`src/rtl/uart_alu_responder.sv`:
```
// UART ALU packet engine: parses opcode/LEN header, then echoes, sums or multiplies 32-bit LE operands.
// Result streams LSB first 2 cycles after the last payload byte; echo mode ties RX ready to TX ready.
module uart_alu_responder #(
  parameter int         DATA_WIDTH  = 8,
  parameter logic [7:0] OPCODE_ECHO = 8'hEC,
  parameter logic [7:0] OPCODE_ADD  = 8'hA0,
  parameter logic [7:0] OPCODE_MUL  = 8'h88
) (
  input  logic                  clk,
  input  logic                  rst,
  input  logic [DATA_WIDTH-1:0] s_axis_tdata,
  input  logic                  s_axis_tvalid,
  output logic                  s_axis_tready,
  output logic [DATA_WIDTH-1:0] m_axis_tdata,
  output logic                  m_axis_tvalid,
  input  logic                  m_axis_tready,
  output logic                  busy_o,
  output logic                  err_o
);

  typedef enum logic [3:0] {
    IDLE, HDR1, HDR2, HDR3, DISPATCH, ECHO, OPERAND, RESULT, DRAIN
  } state_t;

  state_t                state, state_nxt;
  logic [7:0]            opcode;
  logic [15:0]           len;
  logic [15:0]           rem;
  logic [31:0]           acc;
  logic [31:0]           opnd;
  logic [1:0]            cnt;
  logic                  pend;

  logic                  s_rdy, m_vld, err;
  logic [DATA_WIDTH-1:0] m_dat;
  logic                  is_add, is_mul, is_echo, len_short, disp_err;
  logic [15:0]           len_rem;
  logic                  s_fire, m_fire;

  always_comb begin
    state_nxt = state;
    s_rdy     = 1'b0;
    m_vld     = 1'b0;
    m_dat     = '0;
    err       = 1'b0;
    is_add    = (opcode == OPCODE_ADD);
    is_mul    = (opcode == OPCODE_MUL);
    is_echo   = (opcode == OPCODE_ECHO);
    len_short = (len < 16'd4);
    len_rem   = len - 16'd4;
    disp_err  = !(is_add || is_mul || is_echo) || len_short ||
                ((is_add || is_mul) && (len_rem[1:0] != 2'b00));
    case (state)
      IDLE: begin
        s_rdy = 1'b1;
        if (s_axis_tvalid) state_nxt = HDR1;
      end
      HDR1: begin
        s_rdy = 1'b1;
        if (s_axis_tvalid) state_nxt = HDR2;
      end
      HDR2: begin
        s_rdy = 1'b1;
        if (s_axis_tvalid) state_nxt = HDR3;
      end
      HDR3: begin
        s_rdy = 1'b1;
        if (s_axis_tvalid) state_nxt = DISPATCH;
      end
      DISPATCH: begin
        if (disp_err) begin
          err       = 1'b1;
          state_nxt = (len_short || len_rem == 16'd0) ? IDLE : DRAIN;
        end else if (len_rem == 16'd0) begin
          state_nxt = is_echo ? IDLE : RESULT;
        end else begin
          state_nxt = is_echo ? ECHO : OPERAND;
        end
      end
      ECHO: begin
        m_dat = s_axis_tdata;
        m_vld = s_axis_tvalid;
        s_rdy = m_axis_tready;
        if (s_axis_tvalid && m_axis_tready && rem == 16'd1) state_nxt = IDLE;
      end
      OPERAND: begin
        // rem==0 here is the accumulate cycle after the final byte; hold off the next packet
        s_rdy = (rem != 16'd0);
        if (rem == 16'd0) state_nxt = RESULT;
      end
      RESULT: begin
        m_vld = 1'b1;
        m_dat = acc[{cnt, 3'b000} +: 8];
        if (m_axis_tready && cnt == 2'd3) state_nxt = IDLE;
      end
      DRAIN: begin
        s_rdy = 1'b1;
        if (s_axis_tvalid && rem == 16'd1) state_nxt = IDLE;
      end
      default: state_nxt = IDLE;
    endcase
  end

  assign s_fire = s_axis_tvalid && s_rdy;
  assign m_fire = m_vld && m_axis_tready;

  always_ff @(posedge clk) begin
    if (!rst) state <= IDLE;
    else      state <= state_nxt;
  end

  always_ff @(posedge clk) begin
    if (!rst) begin
      opcode <= '0;
      len    <= '0;
      rem    <= '0;
      acc    <= '0;
      opnd   <= '0;
      cnt    <= '0;
      pend   <= 1'b0;
    end else begin
      pend <= 1'b0;
      // operand completed on the previous edge; fold it in now
      if (pend) acc <= is_mul ? acc * opnd : acc + opnd;
      case (state)
        IDLE:     if (s_fire) opcode <= s_axis_tdata;
        HDR2:     if (s_fire) len[7:0] <= s_axis_tdata;
        HDR3:     if (s_fire) len[15:8] <= s_axis_tdata;
        DISPATCH: begin
          rem <= len_short ? 16'd0 : len_rem;
          acc <= is_mul ? 32'd1 : 32'd0;
          cnt <= 2'd0;
        end
        ECHO:     if (s_fire) rem <= rem - 16'd1;
        OPERAND: begin
          if (s_fire) begin
            opnd <= {s_axis_tdata, opnd[31:8]};
            cnt  <= cnt + 2'd1;
            rem  <= rem - 16'd1;
            if (cnt == 2'd3) pend <= 1'b1;
          end
        end
        RESULT:   if (m_fire) cnt <= cnt + 2'd1;
        DRAIN:    if (s_fire) rem <= rem - 16'd1;
        default: ;
      endcase
    end
  end

  assign s_axis_tready = rst && s_rdy;
  assign m_axis_tvalid = rst && m_vld;
  assign m_axis_tdata  = rst ? m_dat : '0;
  assign busy_o        = rst && (state != IDLE);
  assign err_o         = rst && err;

endmodule

```
`config.mk`:
```
export PLATFORM = sky130hd
export DESIGN_NAME = uart_alu_responder
export DESIGN_NICKNAME = d
export VERILOG_FILES = /design/src/rtl/uart_alu_responder.sv
export SDC_FILE = /design/constraint.sdc
export NUM_CORES = 2
export LEC_CHECK = 0
export BUFFER_PORTS_ARGS = -buffer_cell sky130_fd_sc_hd__buf_2
export CAP_MARGIN = 20
export CORE_UTILIZATION = 55
export DETAILED_ROUTE_END_ITERATION = 8
export PLACE_DENSITY = 0.81
export SLEW_MARGIN = 25
export SYNTH_ARGS = -nofsm -noshare
export SYNTH_HDL_FRONTEND = slang
export SYNTH_SLANG_ARGS = --single-unit
```
`constraint.sdc`:
```
create_clock -name clk -period 7.3 [get_ports clk]
set_clock_uncertainty 0.2 [all_clocks]
set_input_delay 1.095 -clock clk [delete_from_list [all_inputs] [get_ports clk]]
set_output_delay 1.095 -clock clk [all_outputs]
set_load 0.02 [all_outputs]
```
==> metrics.txt <==
# TYPE chip_impl_metric gauge
chip_impl_info{name="outcome",value="finished, final reports clean"} 1
chip_impl_metric{name="nNetsFinal",unit=""} 3200
chip_impl_metric{name="post_layout_nonfiller_instances",unit=""} 3151
chip_impl_info{name="worst_path_cell_chain",value="and2_1 > fa_1 > inv_1 > fa_1 > fa_2 > fa_1 > inv_1 > fa_1 > fa_2 > fa_1 > fa_1 > ha_2 > a21o_1 > a21oi_1 > o21ai_0 > a21o_1 > a21oi_2 > o21ai_0 > or3_4 > xor2_1 > a31oi_1 > o22ai_1"} 1
chip_impl_metric{name="yosysUniqueCellTypes",unit=""} 62
chip_impl_metric{name="r2r_setup_slack",unit="ns"} 0.15
chip_impl_metric{name="drt_first_pass_iters",unit=""} 6
chip_impl_metric{name="gpl.final_weighted_congestion",unit=""} 1.017
chip_impl_metric{name="cts_made_buffers",unit=""} 9
chip_impl_metric{name="totalNegativeSetupSlack",unit="ns"} 0
chip_impl_metric{name="fraction_of_layout_cells_with_a_size_suffix_above_1",unit="%"} 9.527
chip_impl_metric{name="drt_iter0_markers",unit=""} 1517
chip_impl_metric{name="leakagePower",unit="nW"} 11.60
chip_impl_metric{name="ctsHtreeMaxLevel",unit=""} 3
chip_impl_metric{name="max_cap_viol_count",unit=""} 0
chip_impl_metric{name="number_of_hold_slack_violations_in_the_final_timing_report",unit=""} 0
chip_impl_metric{name="io_buffer_count",unit=""} 23
chip_impl_metric{name="finalCoreUtilization",unit="%"} 60.51
chip_impl_metric{name="required",unit="ns"} 7.33
chip_impl_info{name="grt_setup_unrepaired",value="true"} 1
chip_impl_metric{name="cp_slowest_stage_delay",unit="ns"} 0.59
chip_impl_metric{name="area_delta_synth_final",unit="%"} 7.747
chip_impl_metric{name="mappedNetlistArea",unit="um2"} 22470
chip_impl_metric{name="totalWireLength",unit="um"} 66210
chip_impl_metric{name="number_of_antenna_violations_at_the_first_check_in_global_routing",unit=""} 4
chip_impl_metric{name="detail-route-antenna-nets",unit=""} 0
chip_impl_metric{name="placedCellCount",unit=""} 3131
chip_impl_metric{name="ys_warn_count",unit=""} 0
chip_impl_metric{name="rr_worst_depth",unit=""} 22
chip_impl_metric{name="final_min_period_over_clock_period",unit="%"} 97.90
chip_impl_metric{name="final-max-slew-violation-count",unit=""} 0
chip_impl_metric{name="synth_edf_count",unit=""} 0
chip_impl_metric{name="core_area",unit="um2"} 40010
chip_impl_metric{name="irDropWorstVdd",unit="V"} 0.0001038
chip_impl_metric{name="synth_async_sr_flop_share",unit="%"} 0
chip_impl_metric{name="finalSetupViolCount",unit=""} 0
chip_impl_info{name="cts_root_buffer",value="sky130_fd_sc_hd__clkbuf_16"} 1
chip_impl_metric{name="final_total_power",unit="W"} 0.001233
chip_impl_metric{name="start_util",unit="%"} 56.16
chip_impl_metric{name="wl_met1",unit="um"} 25910
chip_impl_metric{name="fp.dieW",unit="um"} 204.1
chip_impl_info{name="cts_tree",value="yes"} 1
chip_impl_info{name="min_path_type",value="reg -> reg"} 1
chip_impl_metric{name="via_cell_ratio",unit=""} 5.847
chip_impl_metric{name="final_period_minus_worst_setup_slack",unit="ns"} 7.147
chip_impl_metric{name="postSynthNetCount",unit=""} 3185
chip_impl_metric{name="path_depth",unit=""} 22
chip_impl_metric{name="routed_length_on_met2",unit="um"} 30450
chip_impl_info{name="critical-path-slowest-cell",value="sky130_fd_sc_hd__fa_2"} 1
chip_impl_info{name="synth_ff_type",value="sky130_fd_sc_hd__dfxtp_1"} 1
chip_impl_metric{name="synthCells",unit=""} 2604
chip_impl_info{name="top_routing_layer_in_use",value="met5"} 1
chip_impl_info{name="setup.worst_path.class",value="reg -> reg"} 1
chip_impl_metric{name="worstPathBufferInverterCount",unit=""} 2
chip_impl_metric{name="ioPinCount",unit=""} 24
chip_impl_metric{name="die-area",unit="um2"} 41660
chip_impl_metric{name="mean_cell_area_of_the_mapped_netlist",unit="um2"} 8.628
chip_impl_info{name="cp_top_family",value="adder cells"} 1
chip_impl_metric{name="detailedPlacementHpwl",unit="um"} 53350
chip_impl_metric{name="crit_path_max_fanout",unit=""} 7
chip_impl_metric{name="drt-wirelength-per-cell",unit="um"} 21.01
chip_impl_metric{name="cellPowerDensity",unit="nW/um2"} 50.92
chip_impl_metric{name="grt_start_max_net_pins",unit=""} 53
chip_impl_info{name="cp-end-kind",value="flop"} 1
chip_impl_metric{name="pre_cts_setup_slack",unit="ns"} -0.05386
chip_impl_metric{name="grt_pass1_vias",unit=""} 19230
chip_impl_metric{name="worst_setup_hold_path_clk_slew",unit="ns"} 0.09
chip_impl_metric{name="worst_skew_pair.late_latency",unit="ns"} 0.37
chip_impl_metric{name="placementRows",unit=""} 73
chip_impl_metric{name="grt_pass1_wl",unit="um"} 105500
chip_impl_metric{name="cts.sink_count",unit=""} 111
chip_impl_metric{name="remaining_drc_errors",unit=""} 0
chip_impl_metric{name="vias",unit=""} 18420
chip_impl_metric{name="arrival",unit="ns"} 7.18
chip_impl_metric{name="setup_ws",unit="ns"} 0.1534
chip_impl_info{name="critical_path.startpoint_type",value="flop"} 1
chip_impl_metric{name="synth_seq_cells",unit=""} 111
chip_impl_metric{name="max_freq",unit="MHz"} 139.9
chip_impl_metric{name="synth.yosys.seq_area_share",unit="%"} 9.891
chip_impl_metric{name="fillers",unit=""} 3355
chip_impl_metric{name="die-height",unit="um"} 204.1
chip_impl_info{name="critical_path.most_common_cell",value="sky130_fd_sc_hd__fa_1"} 1
chip_impl_metric{name="grt.total_usage",unit="%"} 32.97
chip_impl_metric{name="routed-wl-met3",unit="um"} 6873
chip_impl_metric{name="grt_overflow_total",unit=""} 0
chip_impl_metric{name="max_slew.worst_pin.slew",unit="ns"} 1.002
chip_impl_metric{name="worst_max_slew_margin_expressed_relative_to_the_limit",unit="%"} 33.10
chip_impl_metric{name="clock_path_buffers",unit=""} 2
chip_impl_metric{name="hold_depth",unit=""} 2
==> worst paths after layout <==
kind | startpoint | end
worst max-delay path | opnd[2] | acc[29]
worst min-delay path | rem[11] | rem[11]
worst max register to register | opnd[2] | acc[29]
worst min register to register | rem[11] | rem[11]
==> final cells by class <==
type	count	area, um2	share of cell area [%]
Clock inverter	7	75.07	0.3101
Multi-Input combinational cell	1954	18370	75.87
Timing Repair Buffer	150	1129	4.662
Inverter	393	1475	6.094
Clock buffer	9	225.2	0.9304
Antenna cell	2	5.005	0.02068
Sequential cell	111	2276	9.402
Tap cell	525	656.9	2.714
==> layer usage <==
layer,track usage [%],vias up
met4,13.57,6
met1,43.75,9082
met2,52.81,992
li1,-,8144
met5,0,-
met3,6.505,200
==> tightest hold or removal path, cell delays in order, from the launching register on <==
cell and delay (ns):
sky130_fd_sc_hd__dfxtp_1 0.31, sky130_fd_sc_hd__o21ai_0 0.07, sky130_fd_sc_hd__a21oi_1 0.06
==> cell usage in the layout (no fill, tap or decap), types with 9 or more instances in the layout <==
cell	n
sky130_fd_sc_hd__a211oi_1	14
sky130_fd_sc_hd__a21o_1	23
sky130_fd_sc_hd__a21oi_1	121
sky130_fd_sc_hd__a31oi_1	11
sky130_fd_sc_hd__and2_1	306
sky130_fd_sc_hd__and3_1	9
sky130_fd_sc_hd__buf_2	23
sky130_fd_sc_hd__buf_4	118
sky130_fd_sc_hd__clkbuf_16	9
sky130_fd_sc_hd__dfxtp_1	82
sky130_fd_sc_hd__dfxtp_2	22
sky130_fd_sc_hd__fa_1	401
sky130_fd_sc_hd__ha_1	153
sky130_fd_sc_hd__inv_1	392
sky130_fd_sc_hd__mux2i_1	37
sky130_fd_sc_hd__nand2_1	335
sky130_fd_sc_hd__nand2b_1	13
sky130_fd_sc_hd__nand3_1	21
sky130_fd_sc_hd__nor2_1	116
sky130_fd_sc_hd__nor3_1	26
sky130_fd_sc_hd__o21a_1	9
sky130_fd_sc_hd__o21ai_0	72
sky130_fd_sc_hd__o21ai_1	10
sky130_fd_sc_hd__o22ai_1	9
sky130_fd_sc_hd__xnor2_1	90
sky130_fd_sc_hd__xor2_1	34
==> through the flow <==
step	area (um2)	hold WS, ns
after floorplan	22470	0.2437
after global placement	23660	0.2667
after detailed placement	23660	0.2734
after CTS	23970	0.2875
after global routing	24200	0.3128
final	24210	0.2899
==> sequential cells by signal, indices dropped and copies added, names as in the netlist <==
name	flops
opnd	32
rem	16
cnt	2
acc	32
opcode	8
len	16
state	4
pend	1
==> cells in the mapped netlist, drive strengths merged, types with 7 or more instances <==
library cell,n,area share (%)
mux4,8,0.80
nor2,117,2.0
nor2b,9,0.25
xnor2,91,3.5
xor2,34,1.3
nand3,21,0.47
or3,10,0.32
mux2i,37,1.6
a31oi,12,0.33
nand4,8,0.22
o21a,9,0.30
inv,393,6.6
o21ai,84,1.9
a211oi,14,0.47
nand2,336,5.6
ha,160,8.9
nor3,28,0.67
a21oi,125,2.8
o22ai,9,0.25
a22oi,7,0.23
dfxtp,111,9.9
a21o,23,0.77
buf,10,0.24
and2,306,8.5
nand2b,14,0.40
and3,9,0.25
clkbuf,136,2.3
nor4,10,0.31
fa,409,36
==> report_power, final <==
group	total [W]	switching, W	internal, W
Clock	0.000513	0.000269	0.000243
Sequential	0.000621	0.0000126	0.000608
Combinational	0.0000989	0.0000628	0.0000361
Total	0.00123	0.000345	0.000888
==> timing repair <==
item	4_1_cts	5_1_grt
setup buffers	0	2
hold buffers	0	0
pin swaps	0	10
resized for setup	4	73
endpoints found under the setup margin	4	10
==> cell families after synthesis <==
kind of cell / count (synthesis) / synth area share, %
AOI/OAI and AO/OA: 322 / 8.493
xor gates and xnor gates: 125 / 4.873
adders and majority gates: 569 / 45.36
buffers and inverters: 539 / 9.078
DFF: 111 / 9.891
muxes: 45 / 2.450
and+or+nand+nor: 893 / 19.86
No activity file was read; power rests on OpenSTA's default activity.
